--- config.mk ---
export PLATFORM = sky130hd
export DESIGN_NAME = alu_operand_stage_flat
export DESIGN_NICKNAME = d
export VERILOG_FILES = /design/src/rtl/alu_operand_stage_if.sv /design/src/rtl/alu_operand_stage.sv /design/src/flat_wrapper.sv
export SDC_FILE = /design/constraint.sdc
export NUM_CORES = 1
export LEC_CHECK = 0
export ABC_AREA = 0
export CAP_MARGIN = 25
export CORE_MARGIN = 1
export CORE_UTILIZATION = 55
export CTS_BUF_LIST = sky130_fd_sc_hd__clkbuf_2
export DETAILED_ROUTE_END_ITERATION = 10
export GPL_TIMING_DRIVEN = 1
export PLACE_DENSITY = 0.86
export SLEW_MARGIN = 10
export SYNTH_ARGS = -nofsm -noshare
export SYNTH_HDL_FRONTEND = slang
export SYNTH_SLANG_ARGS = --single-unit
--- constraint.sdc ---
create_clock -name Clk -period 3.95 [get_ports Clk]
set_input_delay 0.9875 -clock Clk [delete_from_list [all_inputs] [get_ports Clk]]
set_output_delay 0.9875 -clock Clk [all_outputs]
set_load 0.1 [all_outputs]
--- src/rtl/alu_operand_stage_if.sv ---
// Handshake and writeback bundle between the decoder, the operand stage and the ALU.
// The slave view belongs to the stage; the master view belongs to whatever drives it.
interface alu_operand_stage_if #(
    parameter int AW = 3,
    parameter int DW = 32
);
    logic          in_valid;
    logic          in_ready;
    logic [2:0]    in_ctrl;
    logic [AW-1:0] in_rs1;
    logic [AW-1:0] in_rs2;
    logic [AW-1:0] in_rd;
    logic          out_valid;
    logic          out_ready;
    logic [DW-1:0] out_a;
    logic [DW-1:0] out_b;
    logic [2:0]    out_ctrl;
    logic [AW-1:0] out_rd;
    logic          wb_en;
    logic [AW-1:0] wb_addr;
    logic [DW-1:0] wb_data;
    logic          illegal;

    modport slave (
        input  in_valid, in_ctrl, in_rs1, in_rs2, in_rd, out_ready, wb_en, wb_addr, wb_data,
        output in_ready, out_valid, out_a, out_b, out_ctrl, out_rd, illegal
    );

    modport master (
        output in_valid, in_ctrl, in_rs1, in_rs2, in_rd, out_ready, wb_en, wb_addr, wb_data,
        input  in_ready, out_valid, out_a, out_b, out_ctrl, out_rd, illegal
    );
endinterface

--- src/rtl/alu_operand_stage.sv ---
// Issue stage ahead of the ALU: register file, writeback bypass, pending-write
// scoreboard for RAW/WAW blocking, and one registered valid/ready output slot.
module alu_operand_stage #(
    parameter int NREGS = 8,
    parameter int AW    = $clog2(NREGS),
    parameter int DW    = 32
) (
    input logic                Clk,
    input logic                Reset,
    alu_operand_stage_if.slave bus
);
    localparam logic [2:0] CTRL_NOT = 3'b000;

    function automatic logic is_legal(input logic [2:0] code);
        return (code != 3'b110) && (code != 3'b111);
    endfunction

    function automatic logic [NREGS-1:0] onehot(input logic en, input logic [AW-1:0] idx);
        logic [NREGS-1:0] v;
        v = '0;
        if (en) v[idx] = 1'b1;
        return v;
    endfunction

    logic [DW-1:0]    regs [NREGS];
    logic [NREGS-1:0] pending;
    logic [NREGS-1:0] wb_mask;
    logic [NREGS-1:0] pend_eff;
    logic [NREGS-1:0] pend_next;
    logic             hazard;
    logic             in_ready_c;
    logic             accept;
    logic             issue;
    logic [DW-1:0]    opa;
    logic [DW-1:0]    opb;

    logic             vld_p1;
    logic [DW-1:0]    a_p1;
    logic [DW-1:0]    b_p1;
    logic [2:0]       ctrl_p1;
    logic [AW-1:0]    rd_p1;
    logic             illegal_p1;

    always_comb begin
        wb_mask    = onehot(bus.wb_en, bus.wb_addr);
        // A write retiring this cycle no longer blocks its readers or rewriters.
        pend_eff   = pending & ~wb_mask;
        hazard     = pend_eff[bus.in_rs1]
                   | ((bus.in_ctrl != CTRL_NOT) & pend_eff[bus.in_rs2])
                   | pend_eff[bus.in_rd];
        in_ready_c = (!vld_p1 | bus.out_ready) & !hazard;
        accept     = bus.in_valid & in_ready_c;
        issue      = accept & is_legal(bus.in_ctrl);

        opa = '0;
        if (bus.in_rs1 == '0)                                opa = '0;
        else if (bus.wb_en && (bus.wb_addr == bus.in_rs1))   opa = bus.wb_data;
        else                                                 opa = regs[bus.in_rs1];

        opb = '0;
        if (bus.in_rs2 == '0)                                opb = '0;
        else if (bus.wb_en && (bus.wb_addr == bus.in_rs2))   opb = bus.wb_data;
        else                                                 opb = regs[bus.in_rs2];

        // Set is ORed after the clear so a same-cycle issue to the retiring rd stays pending.
        pend_next = pend_eff | onehot(issue && (bus.in_rd != '0), bus.in_rd);
    end

    // Stage boundary: operand slot, register file and scoreboard
    always_ff @(posedge Clk) begin
        if (!Reset) begin
            for (int i = 0; i < NREGS; i++) regs[i] <= '0;
            pending    <= '0;
            vld_p1     <= 1'b0;
            a_p1       <= '0;
            b_p1       <= '0;
            ctrl_p1    <= '0;
            rd_p1      <= '0;
            illegal_p1 <= 1'b0;
        end else begin
            if (bus.wb_en && (bus.wb_addr != '0)) regs[bus.wb_addr] <= bus.wb_data;
            pending    <= pend_next;
            illegal_p1 <= accept & !is_legal(bus.in_ctrl);
            if (issue) begin
                vld_p1  <= 1'b1;
                a_p1    <= opa;
                b_p1    <= opb;
                ctrl_p1 <= bus.in_ctrl;
                rd_p1   <= bus.in_rd;
            end else if (bus.out_ready) begin
                vld_p1  <= 1'b0;
            end
        end
    end

    assign bus.in_ready  = in_ready_c;
    assign bus.out_valid = vld_p1;
    assign bus.out_a     = a_p1;
    assign bus.out_b     = b_p1;
    assign bus.out_ctrl  = ctrl_p1;
    assign bus.out_rd    = rd_p1;
    assign bus.illegal   = illegal_p1;
endmodule

--- src/flat_wrapper.sv ---
// flat-port wrapper written by rule: the top's interface ports become plain ports
module alu_operand_stage_flat 
#(
    parameter int NREGS = 8,
    parameter int AW    = $clog2(NREGS),
    parameter int DW    = 32
)
  (Clk, Reset, bus_in_valid, bus_in_ctrl, bus_in_rs1, bus_in_rs2, bus_in_rd, bus_out_ready, bus_wb_en, bus_wb_addr, bus_wb_data, bus_in_ready, bus_out_valid, bus_out_a, bus_out_b, bus_out_ctrl, bus_out_rd, bus_illegal);
  alu_operand_stage_if #(.AW(AW), .DW(DW)) bus_i ();
  input logic Clk;
  input logic Reset;
  input wire logic [$bits(bus_i.in_valid)-1:0] bus_in_valid;
  input wire logic [$bits(bus_i.in_ctrl)-1:0] bus_in_ctrl;
  input wire logic [$bits(bus_i.in_rs1)-1:0] bus_in_rs1;
  input wire logic [$bits(bus_i.in_rs2)-1:0] bus_in_rs2;
  input wire logic [$bits(bus_i.in_rd)-1:0] bus_in_rd;
  input wire logic [$bits(bus_i.out_ready)-1:0] bus_out_ready;
  input wire logic [$bits(bus_i.wb_en)-1:0] bus_wb_en;
  input wire logic [$bits(bus_i.wb_addr)-1:0] bus_wb_addr;
  input wire logic [$bits(bus_i.wb_data)-1:0] bus_wb_data;
  output wire logic [$bits(bus_i.in_ready)-1:0] bus_in_ready;
  output wire logic [$bits(bus_i.out_valid)-1:0] bus_out_valid;
  output wire logic [$bits(bus_i.out_a)-1:0] bus_out_a;
  output wire logic [$bits(bus_i.out_b)-1:0] bus_out_b;
  output wire logic [$bits(bus_i.out_ctrl)-1:0] bus_out_ctrl;
  output wire logic [$bits(bus_i.out_rd)-1:0] bus_out_rd;
  output wire logic [$bits(bus_i.illegal)-1:0] bus_illegal;
  assign bus_i.in_valid = bus_in_valid;
  assign bus_i.in_ctrl = bus_in_ctrl;
  assign bus_i.in_rs1 = bus_in_rs1;
  assign bus_i.in_rs2 = bus_in_rs2;
  assign bus_i.in_rd = bus_in_rd;
  assign bus_i.out_ready = bus_out_ready;
  assign bus_i.wb_en = bus_wb_en;
  assign bus_i.wb_addr = bus_wb_addr;
  assign bus_i.wb_data = bus_wb_data;
  assign bus_in_ready = bus_i.in_ready;
  assign bus_out_valid = bus_i.out_valid;
  assign bus_out_a = bus_i.out_a;
  assign bus_out_b = bus_i.out_b;
  assign bus_out_ctrl = bus_i.out_ctrl;
  assign bus_out_rd = bus_i.out_rd;
  assign bus_illegal = bus_i.illegal;
  alu_operand_stage #(.NREGS(NREGS), .AW(AW), .DW(DW)) u_core (.Clk(Clk), .Reset(Reset), .bus(bus_i));
endmodule
* After elaboration in Yosys (flattened, before gate mapping)
Memory sizes are Yosys's and may differ from the RTL's. Index checks and enable logic that the tools add are counted.
Storage, ports and cells: memories 1, RAM bits 256, memory bits (read-only) 0, logic and storage cells 71, output and inout bits 73, register bits after elaboration 80, latch bits 0
Memories:
- u_core.regs | words 8, width 32, rd ports 2, clocked after memory_dff 0, write ports 8, RTL line alu_operand_stage.sv:25 | logic [DW-1:0] regs [NREGS];
Cells by class: $mul 0, add/sub/neg operators 0, divide/modulo/power cells 0, multiplexer cells 25, bitwise logic cells 11, $lt $le $gt $ge 6, equal/unequal tests 4, shift operators 0, reductions and logical operators 17
Operators by type and width (count):
- $mux W32 | 5
- $reduce_or A32 Y1 | 1
- $lt A3 B4 Y1 const B | 4
- $mux W8 | 2
- $mux W1 | 12
- $bmux W1 S3 | 3
- $reduce_bool A3 Y1 | 3
- $and A8 B8 Y8 | 1
- $not A8 Y8 | 1
- $or A8 B8 Y8 | 1
- $logic_and A1 B1 Y1 | 7
- $demux W1 S3 | 2
- $eq A3 B3 Y1 | 2
- $ge A3 B1 Y1 const B | 2
- $logic_not A3 Y1 | 2
- $ne A3 B3 Y1 const B | 2
- $and A1 B1 Y1 | 5
- $logic_not A1 Y1 | 3
- $mux W3 | 1
- $or A1 B1 Y1 | 3
- $reduce_bool A2 Y1 | 1

* Longest topological paths before layout
Gate-level depths: netlist (run 1).
depth in word-level cells 19, depth in mapped cells 10

* Worst setup path after synthesis (run 1)
No wires, ideal clock.
kind input port to output port, start point input bus_wb_addr[2], end point output bus_in_ready, stages on the path 7, setup slack -0.014 ns, path buffers 1, required time 2.963 ns, arrival time 2.977 ns, cells stage by stage buf_2 -> nor4b_2 -> o32ai_1 -> a221oi_1 -> o21ai_1 -> or3_1 -> inv_1
On the way: word-level cells in the longest chain between the ends 14, elaborated cells between the ends (all ways) 19, classes of those cells 2 x order compare; 9 x mux; 6 x bitwise; 2 x reduce/logical
RTL lines:
- start, declared | RTL line flat_wrapper.sv:19 | input wire logic [$bits(bus_i.wb_addr)-1:0] bus_wb_addr;
- $lt A3 B4 Y1 (implied by the code) / $ge A3 B1 Y1 (equally long branches) | RTL line alu_operand_stage.sv:21 | if (en) v[idx] = 1'b1;
- $logic_and A1 B1 Y1 (implied by the code) | RTL line alu_operand_stage.sv:21
- $mux W1 (implied by the code) | RTL line alu_operand_stage.sv:21
- $demux W1 S3 *
- $mux W8 * | RTL line alu_operand_stage.sv:21
- $not A8 Y8 * | RTL line alu_operand_stage.sv:47 | pend_eff = pending & ~wb_mask;
- $and A8 B8 Y8 * | RTL line alu_operand_stage.sv:47
- $bmux W1 S3 | RTL line alu_operand_stage.sv:49 | | ((bus.in_ctrl != CTRL_NOT) & pend_eff[bus.in_rs2])
- $mux W1 (implied by the code) | RTL line alu_operand_stage.sv:49
- $and A1 B1 Y1 | RTL line alu_operand_stage.sv:49
- $or A1 B1 Y1 | RTL line alu_operand_stage.sv:49
- $or A1 B1 Y1 * | RTL line alu_operand_stage.sv:50 | | pend_eff[bus.in_rd];
- $logic_not A1 Y1 * | RTL line alu_operand_stage.sv:51 | in_ready_c = (!vld_p1 | bus.out_ready) & !hazard;
- $and A1 B1 Y1 * | RTL line alu_operand_stage.sv:51
- end, declared | RTL line flat_wrapper.sv:21 | output wire logic [$bits(bus_i.in_ready)-1:0] bus_in_ready;
Every way passes the cells marked *; elsewhere a longest branch is shown, timed or not. The select of a mux whose other input is x is not followed.

* Worst setup path after layout (run 1)
Ends and elaborated chain as after synthesis.

==> results of run 1 <==
path summary, 6_finish.rpt:
check,startpoint,end,slack [ns]
max,bus_wb_addr[2],bus_in_ready,0.04
min,u_core.bus.out_b[5],u_core.bus.out_b[5],0.46
max reg2reg,u_core.pending[0],u_core.bus.out_a[14],0.61
min reg2reg,u_core.bus.out_b[5],u_core.bus.out_b[5],0.46
report_power, final:
part | internal [mW] | switching (mW)
combinational | 0.516 | 1.08
clock | 0.891 | 1.29
sequential | 3.64 | 0.113
total | 5.05 | 2.49
logic make-up (layout without fill, tap and decap cells):
| group | after synthesis | after routing | synth area share, % |
|---|---|---|---|
| other | 0 | 2 | 0 |
| buffers and inverters | 145 | 368 | 3.868 |
| muxes | 132 | 132 | 8.203 |
| and+or+nand+nor | 633 | 633 | 20.18 |
| xor gates and xnor gates | 6 | 6 | 0.3262 |
| AOI/OAI and AO/OA | 353 | 353 | 15.72 |
| DFF | 304 | 304 | 51.70 |
metal layers:
layer / GRT usage (%) / vias to the layer above / wire, um
met3: 6.376 / 147 / 4911
met2: 49.38 / 903 / 21950
met4: 14.53 / 0 / 1541
met1: 38.28 / 6404 / 17830
met5: 0 / - / 0
li1: - / 6082 / -
through the flow:
step | power, mW | utilization [%] | TNS (ns) | instances | setup slack (ns)
floorplan | 4.890 | - | 0 | 1573 | 0.2058
global placement | 5.319 | 61.99 | -0.2363 | 2016 | -0.2363
detailed placement | 5.365 | 61.99 | -0.2437 | 2016 | -0.2437
CTS | 7.528 | 65.00 | 0 | 2175 | 0.01472
global route | 7.824 | 65.26 | -0.02754 | 2181 | -0.02754
finish | 7.534 | 65.27 | 0 | 2182 | 0.04104
area by class of cell:
| cell class | instances | area [um2] | share of cell area, % |
|---|---|---|---|
| diodes | 2 | 5.005 | 0.02664 |
| clock buffers | 125 | 625.6 | 3.330 |
| clock inverters | 18 | 93.84 | 0.4996 |
| inverters | 8 | 33.78 | 0.1798 |
| multi-input cells | 1124 | 7242 | 38.55 |
| flip-flops and latches | 304 | 8328 | 44.33 |
| well taps | 384 | 480.5 | 2.558 |
| repair buffers | 217 | 1976 | 10.52 |
critical path, cell delays in order:
cell	delay, ns
sky130_fd_sc_hd__dlygate4sd2_1	0.25
sky130_fd_sc_hd__buf_6	0.13
sky130_fd_sc_hd__nor4b_4	0.26
sky130_fd_sc_hd__buf_4	0.16
sky130_fd_sc_hd__nand2b_4	0.11
sky130_fd_sc_hd__o22ai_1	0.08
sky130_fd_sc_hd__a32o_2	0.27
sky130_fd_sc_hd__or3_4	0.40
sky130_fd_sc_hd__clkinvlp_4	0.09
sky130_fd_sc_hd__buf_12	0.16
sequential cells by signal, indices dropped and copies added (netlist names):
signal                cells
u_core.pending            8
u_core.bus.out_ctrl       3
u_core.regs             224
u_core.bus.out_a         32
u_core.bus.illegal        1
u_core.bus.out_rd         3
u_core.bus.out_b         32
u_core.bus.out_valid      1
timing repair:
item                       4_1_cts  5_1_grt
resized for setup               12       16
cloned                           3        1
setup buffers                   13        4
pin swaps                        8        7
setup endpoints to repair        1       76
cells in the final DEF (no fill, tap or decap), drive strengths merged, types with 12 or more instances in the layout:
cell type / synthesis / final
o2111ai: 32 / 32
and2: 227 / 227
nor2: 108 / 108
clkdlybuf4s50: 0 / 110
o211ai: 31 / 31
mux2i: 132 / 132
or3: 32 / 32
dfxtp: 80 / 80
nand2b: 12 / 12
buf: 23 / 99
o22ai: 37 / 37
o2bb2ai: 33 / 33
clkinv: 0 / 15
a21o: 62 / 62
nand2: 186 / 186
o22a: 35 / 35
edfxtp: 224 / 224
clkbuf: 114 / 128
a21oi: 62 / 62
o21ai: 35 / 35
nor3: 39 / 39
==> results by stage, run 1 <==
Worst setup path:
- The data arrival time of the critical path is 2.92 ns.
- At the worst endpoint, the required time is 2.96 ns.
- Along the worst path, the maximum fanout reaches 6.
- The critical setup path kind is in -> out.
- The critical path startpoint category is an input port.
- The depth of the worst register-to-register path is 19.
- STA classifies the critical path endpoint as an output pin.

STA:
- The final critical delay including setup and external delays is 3.909 ns.
- The clock arrives with 0.08512 ns of skew.
- The final clock period utilization by the worst path is 98.96%.
- The max-slew violation count is 0.
- Timing would allow up to 0.2558 GHz.
- The number of hold violations in the final report came to 0.
- The setup-violating endpoint count in the final report is 0.
- The actual slew at the worst max-slew pin is 0.9974 ns.
- The smallest hold slack is 0.4587 ns.
- The worst pin sits at a relative slew slack of 33.30%.

Min path:
- The worst min-delay path category is reg -> reg.
- Along the worst hold path, the cell count comes to 2.

Detailed routing:
- The iteration-0 DRC count of the detailed router is 1720.
- After detailed routing, the total wire length is 46230 um.
- The post-route antenna net violation count is 0.
- Dividing the detail-routed via count by the number of cells gives 6.203.
- The number of detailed-routing iterations run before antenna repair is 6.
- Summing over every cut layer, the via total after detailed routing is 13536.
- The remaining design rule violation count is 0.
- The per-cell routed wire length is 21.19 um.

Synth:
- The number of different library cells used by synthesis comes to 58.
- After synthesis the netlist holds a flip-flop and latch count of 304.
- By area the synthesized netlist is led by sky130_fd_sc_hd__edfxtp_1 42%, sky130_fd_sc_hd__dfxtp_1 9.9%, sky130_fd_sc_hd__and2_1 8.8%.
- The largest area contributor in the netlist is sky130_fd_sc_hd__edfxtp_1.
- Yosys printed 0 warnings.
- The average footprint of a synthesized cell is 10.24 um2.
- Sorting the synthesized cells by how often they occur yields 227 x sky130_fd_sc_hd__and2_1, 224 x sky130_fd_sc_hd__edfxtp_1, 186 x sky130_fd_sc_hd__nand2_1.
- The number of synthesized flops with an enable pin is 224.
- sky130_fd_sc_hd__and2_1 is the most common cell in the netlist.
- The most used flip-flop cell after synthesis is sky130_fd_sc_hd__edfxtp_1.
- In this run the cell area of the synthesized design comes to 16110 um2.
- The number of nets handed over by synthesis was 1625.
- The area share of the largest cell type after synthesis is 41.76%.
- After technology mapping, the gate count stands at 1573.
- For this run, asynchronously set or reset flops after synthesis account for 0%.
- The sequential-to-total area share from yosys stat is 51.70%.

Die:
- The area inside the core boundary is 28780 um2.
- The number of ports placed on the die boundary is 125.
- The starting utilization of the core area is 55.97%.
- The floorplan row count is 62.
- In this run the vertical extent of the chip is 173.1 um.
- The die span in x is 173.1 um.
- The floorplan step defined a die boundary enclosing 29980 um2.

Global route:
- Entering global routing, the biggest net connects 68 pins.
- The sum of overflow across all layers after global routing is 0.
- The first global-routing pass estimated 71500 um of wire.
- The combined global-route utilization of all metal layers is 30.20%.
- The initial antenna violation count was 2.
- The number of global-route vias before repair is 13607.

Clock network:
- The later pin in the worst-skew pair is clocked with a latency of 0.89 ns.
- After clock tree synthesis, the clock-pin slew on the worst setup and hold paths is 0.08 ns.
- The number of H-tree levels is 3.
- The clock tree from TritonCTS is done.
- Counting along the longest clock path gives a buffer depth of 3.
- The post-cts hold buffer count is 0.
- The clock sink count is 304.
- The tree is rooted in a sky130_fd_sc_hd__clkbuf_2.
- The total CTS buffers is 78.

Job:
- The tool flagged a number of max-cap violations equal to 0.

Cells and area:
- The final layout contains 1785 nets.
- The area added between synthesis and finish is 16.62%.
- The count of filler cells inserted in the layout is 2196.
- The final design area excluding fillers is 18780 um2.
- The fraction of final layout cells with drive strength greater than 1 is 14.09%.

Place:
- The count of buffers inserted at the top-level ports is 124.
- The placed wire-length estimate after detailed placement is 25830 um.
- The congestion estimate from routability-driven global placement came to 0.9040.
- The placed instances occupy a cell area of 17840 um2.

Pwr:
- The power density of the placed cells is 401.1 nW/um2.
- The worst-case IR drop observed on VDD is 0.0002532 V.
- The static leakage power is 7.099 nW.

Run status:
- The flow ran to the end, and the final reports show no timing, DRC or antenna violations.
No activity file was read; power rests on OpenSTA's default activity.
==> inputs of run 2 (changes only) <==
- HOLD_SLACK_MARGIN: default -> 0.06
==> results of run 2 <==
The final DEF is identical to that of run 1; final timing and power are the same.
==> RTL edit 1, RTL diff (flow settings as in run 1) <==
`NREGS` is set to 8 in 2 places; all go to 4.
--- a/src/rtl/alu_operand_stage.sv
+++ b/src/rtl/alu_operand_stage.sv
@@ -3,3 +3,3 @@
 module alu_operand_stage #(
-    parameter int NREGS = 8,
+    parameter int NREGS = 4,
     parameter int AW    = $clog2(NREGS),
--- a/src/flat_wrapper.sv
+++ b/src/flat_wrapper.sv
@@ -3,3 +3,3 @@
 #(
-    parameter int NREGS = 8,
+    parameter int NREGS = 4,
     parameter int AW    = $clog2(NREGS),
Ports: changed (5 resized); port bits go from 125 to 120. The function was not compared with the original's and may differ.
==> RTL edit 1 against run 1 <==
The flow now finishes with violations (design-rule violations). Sequential power is 45% lower. Non-clock buffer count is 75 lower. Register-to-register slack better by 1300 ps. Total power is 44% lower. Highest routed layer unchanged. Wire length is 54% lower. Synthesized area is 48% lower. Sequential share of layout area is 0.15 points higher. Setup slack better by 210 ps. Sequential cell count is 133 lower. Largest power group unchanged. Critical path depth is 3 lower. Cell area is 48% lower.
==> RTL edit 1: results (changes against run 1) <==
| Metric | Value |
|---|---|
| Post-synth top cells | nand2_1, nor2_1, edfxtp_1 |
| Routability congestion estimate from global placement | 0.844 (-6.6%) |
| Routed wire length | 21.3 mm (-54%) |
| Layout cell share with drive strength beyond 1 | 6.77% (-7.3 points) |
| CTS max path bufs | 2 (-1) |
| CP max FO | 3 (-3) |
| Status | finished, violations left |
| CTS H-Tree Depth | 4 (+1) |
| All-Layer GR Usage | 28.0% (-2.2 points) |
| # Post-CTS Setup Buffers | 0 (-13) |
| DP Area | 9590 um2 (-46%) |
| Antenna violations before repair | 1 (-1) |
| Post-CTS sizing | 0 (-12) |
| Worst slew pin tran | 1040 ps (+39.8 ps) |
| Worst-skew pair later-pin latency | 750 ps (-140 ps) |
| First-pass GRT wire length | 33.9 mm (-53%) |
| First drt pass iteration count | 8 (+2) |
| Final nets | 1,040 (-42%) |
| Clock-pin slew on the worst setup and hold paths | 220 ps (+140 ps) |
| Library cells used by synthesis | 39 (-33%) |
| Cts bufs inserted | 17 (-78%) |
| Leakage power | 4.02 nW (-43%) |
| DR DRC count | 20 (+20) |
| Area contributors post-synth | edfxtp_1, dfxtp_1, nand2_1 |
| Final HPWL DP | 13.2 mm (-49%) |
| Pin count of the biggest net entering global routing | 66 (-2.9%) |
| Vias per Instance | 5.98 (-3.6%) |
| Post-synth EDFFs | 96 (-57%) |
| Fillers | 1,134 (-48%) |
| Register area share after synthesis | 52.6% (+0.90 points) |
| Sw Ratio | 34.5% (+1.5 points) |
| Peak supply drop | 0.269 mV (+6.3%) |
| IO buf count | 119 (-4.0%) |
| Post-synth net total | 948 (-42%) |
| Failing checks | design-rule violations |
## RTL edit 1: changes by cell type in the layout (fill, tap and decap cells not counted), moves of 62 or more
| cell | change |
|---|---|
| a21o_1 | -62 |
| and2_1 | -227 |
| clkbuf_2 | -109 |
| buf_4 | -68 |
| nand2_1 | +64 |
| edfxtp_1 | -128 |
## RTL edit 1: worst max-delay path, stage by stage
cell and delay, ps:
clkdlybuf4s50_1 480, or3b_4 390, and3_4 180, a311oi_4 270, o211ai_4 120, inv_1 110
buf_12 180
## RTL edit 1: through the flow
stage / worst slack (ps) / hold WS [ps] / instances / util (%)
floorplan: 300 / 450 / 900 / -
global placement: 302 / 445 / 1157 / 65.5
detailed placement: 250 / 453 / 1157 / 65.5
CTS: 248 / 477 / 1189 / 67.3
global route: 194 / 499 / 1190 / 67.3
finish: 246 / 475 / 1190 / 67.3
## RTL edit 1: metal layers
| metal | vias up | GRT usage, % | wire (um) |
|---|---|---|---|
| li1 | 3278 | - | - |
| met1 | 3364 | 36.7 | 8520 |
| met2 | 426 | 46.0 | 10000 |
| met3 | 48 | 4.71 | 2320 |
| met4 | 0 | 11.5 | 470 |
| met5 | - | 0 | 0 |
## RTL edit 1: area by class of cell
| type | instances | area, um2 | share of cell area (%) |
|---|---|---|---|
| Antenna cell | 1 | 2.50 | 0.0254 |
| Clock buffer | 18 | 90.1 | 0.914 |
| Tap cell | 184 | 230 | 2.34 |
| Multi-Input combinational cell | 623 | 3430 | 34.8 |
| Inverter | 37 | 139 | 1.41 |
| Sequential cell | 171 | 4380 | 44.5 |
| Timing Repair Buffer | 142 | 1400 | 14.2 |
| Clock inverter | 14 | 176 | 1.79 |
## RTL edit 1: kinds of logic (layout without fill, tap and decap cells)
logic type             after synthesis  in the layout  share of synthesized area (%)
AO/OA/AOI/OAI                      142            142                           11.8
XOR/XNOR                             4              4                          0.420
buffers and inverters              106            211                           6.40
flip-flops                         171            171                           52.6
multiplexers                        86             86                           10.3
other                                0              1                              0
AND/OR/NAND/NOR                    391            391                           18.5
## RTL edit 1: path summary, 6_finish.rpt
check	slack, ps	from	cells past startpoint	to
max reg2reg	1900	u_core.pending[2]	7	u_core.pending[1]
max	250	bus_wb_en	7	bus_in_ready
min reg2reg	480	u_core.bus.out_rd[0]	2	u_core.bus.out_rd[0]
min	480	u_core.bus.out_rd[0]	2	u_core.bus.out_rd[0]
## RTL edit 1: power groups by stage
stage	Clock, mW	Combinational [mW]	Sequential, mW
after global routing	1.09	1.15	2.10
final	1.01	1.10	2.08
after global placement	0	1.08	2.11
after CTS	1.02	1.10	2.08
after detailed placement	0	1.09	2.12
after floorplan	0	0.418	2.51
==> RTL edit 2, RTL diff (config.mk and constraints of run 1) <==
Made on the original files. `pending` no longer has a reset.
--- a/src/rtl/alu_operand_stage.sv
+++ b/src/rtl/alu_operand_stage.sv
@@ -72,3 +72,2 @@
             for (int i = 0; i < NREGS; i++) regs[i] <= '0;
-            pending    <= '0;
             vld_p1     <= 1'b0;
@@ -81,3 +80,2 @@
             if (bus.wb_en && (bus.wb_addr != '0)) regs[bus.wb_addr] <= bus.wb_data;
-            pending    <= pend_next;
             illegal_p1 <= accept & !is_legal(bus.in_ctrl);
@@ -95,2 +93,6 @@
 
+    always_ff @(posedge Clk) begin
+        pending <= pend_next;
+    end
+
     assign bus.in_ready  = in_ready_c;
Check against the original RTL: not equivalent (a bounded check fails within 4 cycles, from zero or initial values and one cycle with Reset low).
==> RTL edit 2 against run 1 <==
Wire length decreased by 0.81%. Sequential cell count is the same. Utilization is 0.77 points higher. Cell area shrank 0.99%. Setup slack better by 80 ps. Total power up 1.4%. Synthesized area down 0.99%. Synthesized cell count decreased by 1.8%. Via count decreased by 0.81%. Critical path type unchanged. Largest power group unchanged. Highest routed layer unchanged.
==> RTL edit 2: results (changes against run 1) <==
| Metric | Value |
|---|---|
| Final instance area | 18,600 um2 (-0.99%) |
| Syn_area_per_cell | 10.3 um2 (+0.81%) |
| Routed wire length | 45.9 mm (-0.81%) |
| Met2 wire len | 21.8 mm (-0.77%) |
| Place WS | -395 ps (-151 ps) |
| Final nets | 1,741 (-2.5%) |
| Leakage power | 6.97 nW (-1.8%) |
| Sw power | 2.48 mW (-0.20%) |
| Pin count of the biggest net entering global routing | 100 (+47%) |
| Library cells used by synthesis | 54 (-6.9%) |
| Layout cell share with drive strength beyond 1 | 13.6% (-0.49 points) |
| Post-synth net total | 1,597 (-1.7%) |
| Cell count after placement | 1,982 (-1.7%) |
| Sw Ratio | 32.5% (-0.53 points) |
| Antenna violations before repair | 1 (-1) |
| Vias per Instance | 6.30 (+1.6%) |
| Logic pwr share | 21.0% (-0.2 points) |
| Setup Skew | 67.5 ps (-17.6 ps) |
| R2r worst-path depth | 9 (-10) |
| GRT met3 Usage | 6.00% (-0.38 points) |
| CP arrival | 2840 ps (-80 ps) |
| Worst min path class | in -> reg |
| Rel. slew slack | 26.7% (-6.6 points) |
| Number of global-route vias before repair | 13,300 (-2.5%) |
| DRT iter0 DRCs | 1,669 (-3.0%) |
| Status | completed |
| First-pass GRT wire length | 70.0 mm (-2.1%) |
| Register area share after synthesis | 52.2% (+0.52 points) |
| Met1 GRT Util | 38.2% (-0.11 points) |
| Post-synth top cells | and2_1, edfxtp_1, nand2_1 |
| Non-filler cells, final | 2,130 (-2.4%) |
| Routability congestion estimate from global placement | 0.840 (-7.1%) |
| Final HPWL DP | 25.1 mm (-2.7%) |
| Worst-skew pair later-pin latency | 870 ps (-20 ps) |
| Slowest stage delay, CP | 520 ps (+120 ps) |
| Clock-pin slew on the worst setup and hold paths | 110 ps (+30 ps) |
| # Post-CTS Setup Buffers | 3 (-10) |
## RTL edit 2: area by class of cell
class	count	area, um2
inverters	8	33.8
clock inverters	16	114
diodes	2	5.00
well taps	378	473
repair buffers	199	1880
flip-flops and latches	304	8330
clock buffers	125	626
fillers	2142	9570
multi-input cells	1098	7140
## RTL edit 2: kinds of logic after synthesis
kind of cell / after synthesis / synth area share, %
multiplexers: 132 / 8.32
XOR/XNOR: 6 / 0.329
flip-flops: 304 / 52.2
AO/OA/AOI/OAI: 357 / 15.9
buffers and inverters: 143 / 3.66
AND/OR/NAND/NOR: 603 / 19.6
## RTL edit 2: worst paths after layout
path	startpoint	endpoint	slack [ps]
setup / recovery	bus_in_rd[1]	bus_in_ready	120
hold / removal	Reset	u_core.bus.out_valid	410
setup reg to reg	u_core.pending[5]	u_core.bus.out_a[0]	1470
hold reg to reg	u_core.bus.out_b[27]	u_core.bus.out_b[27]	460
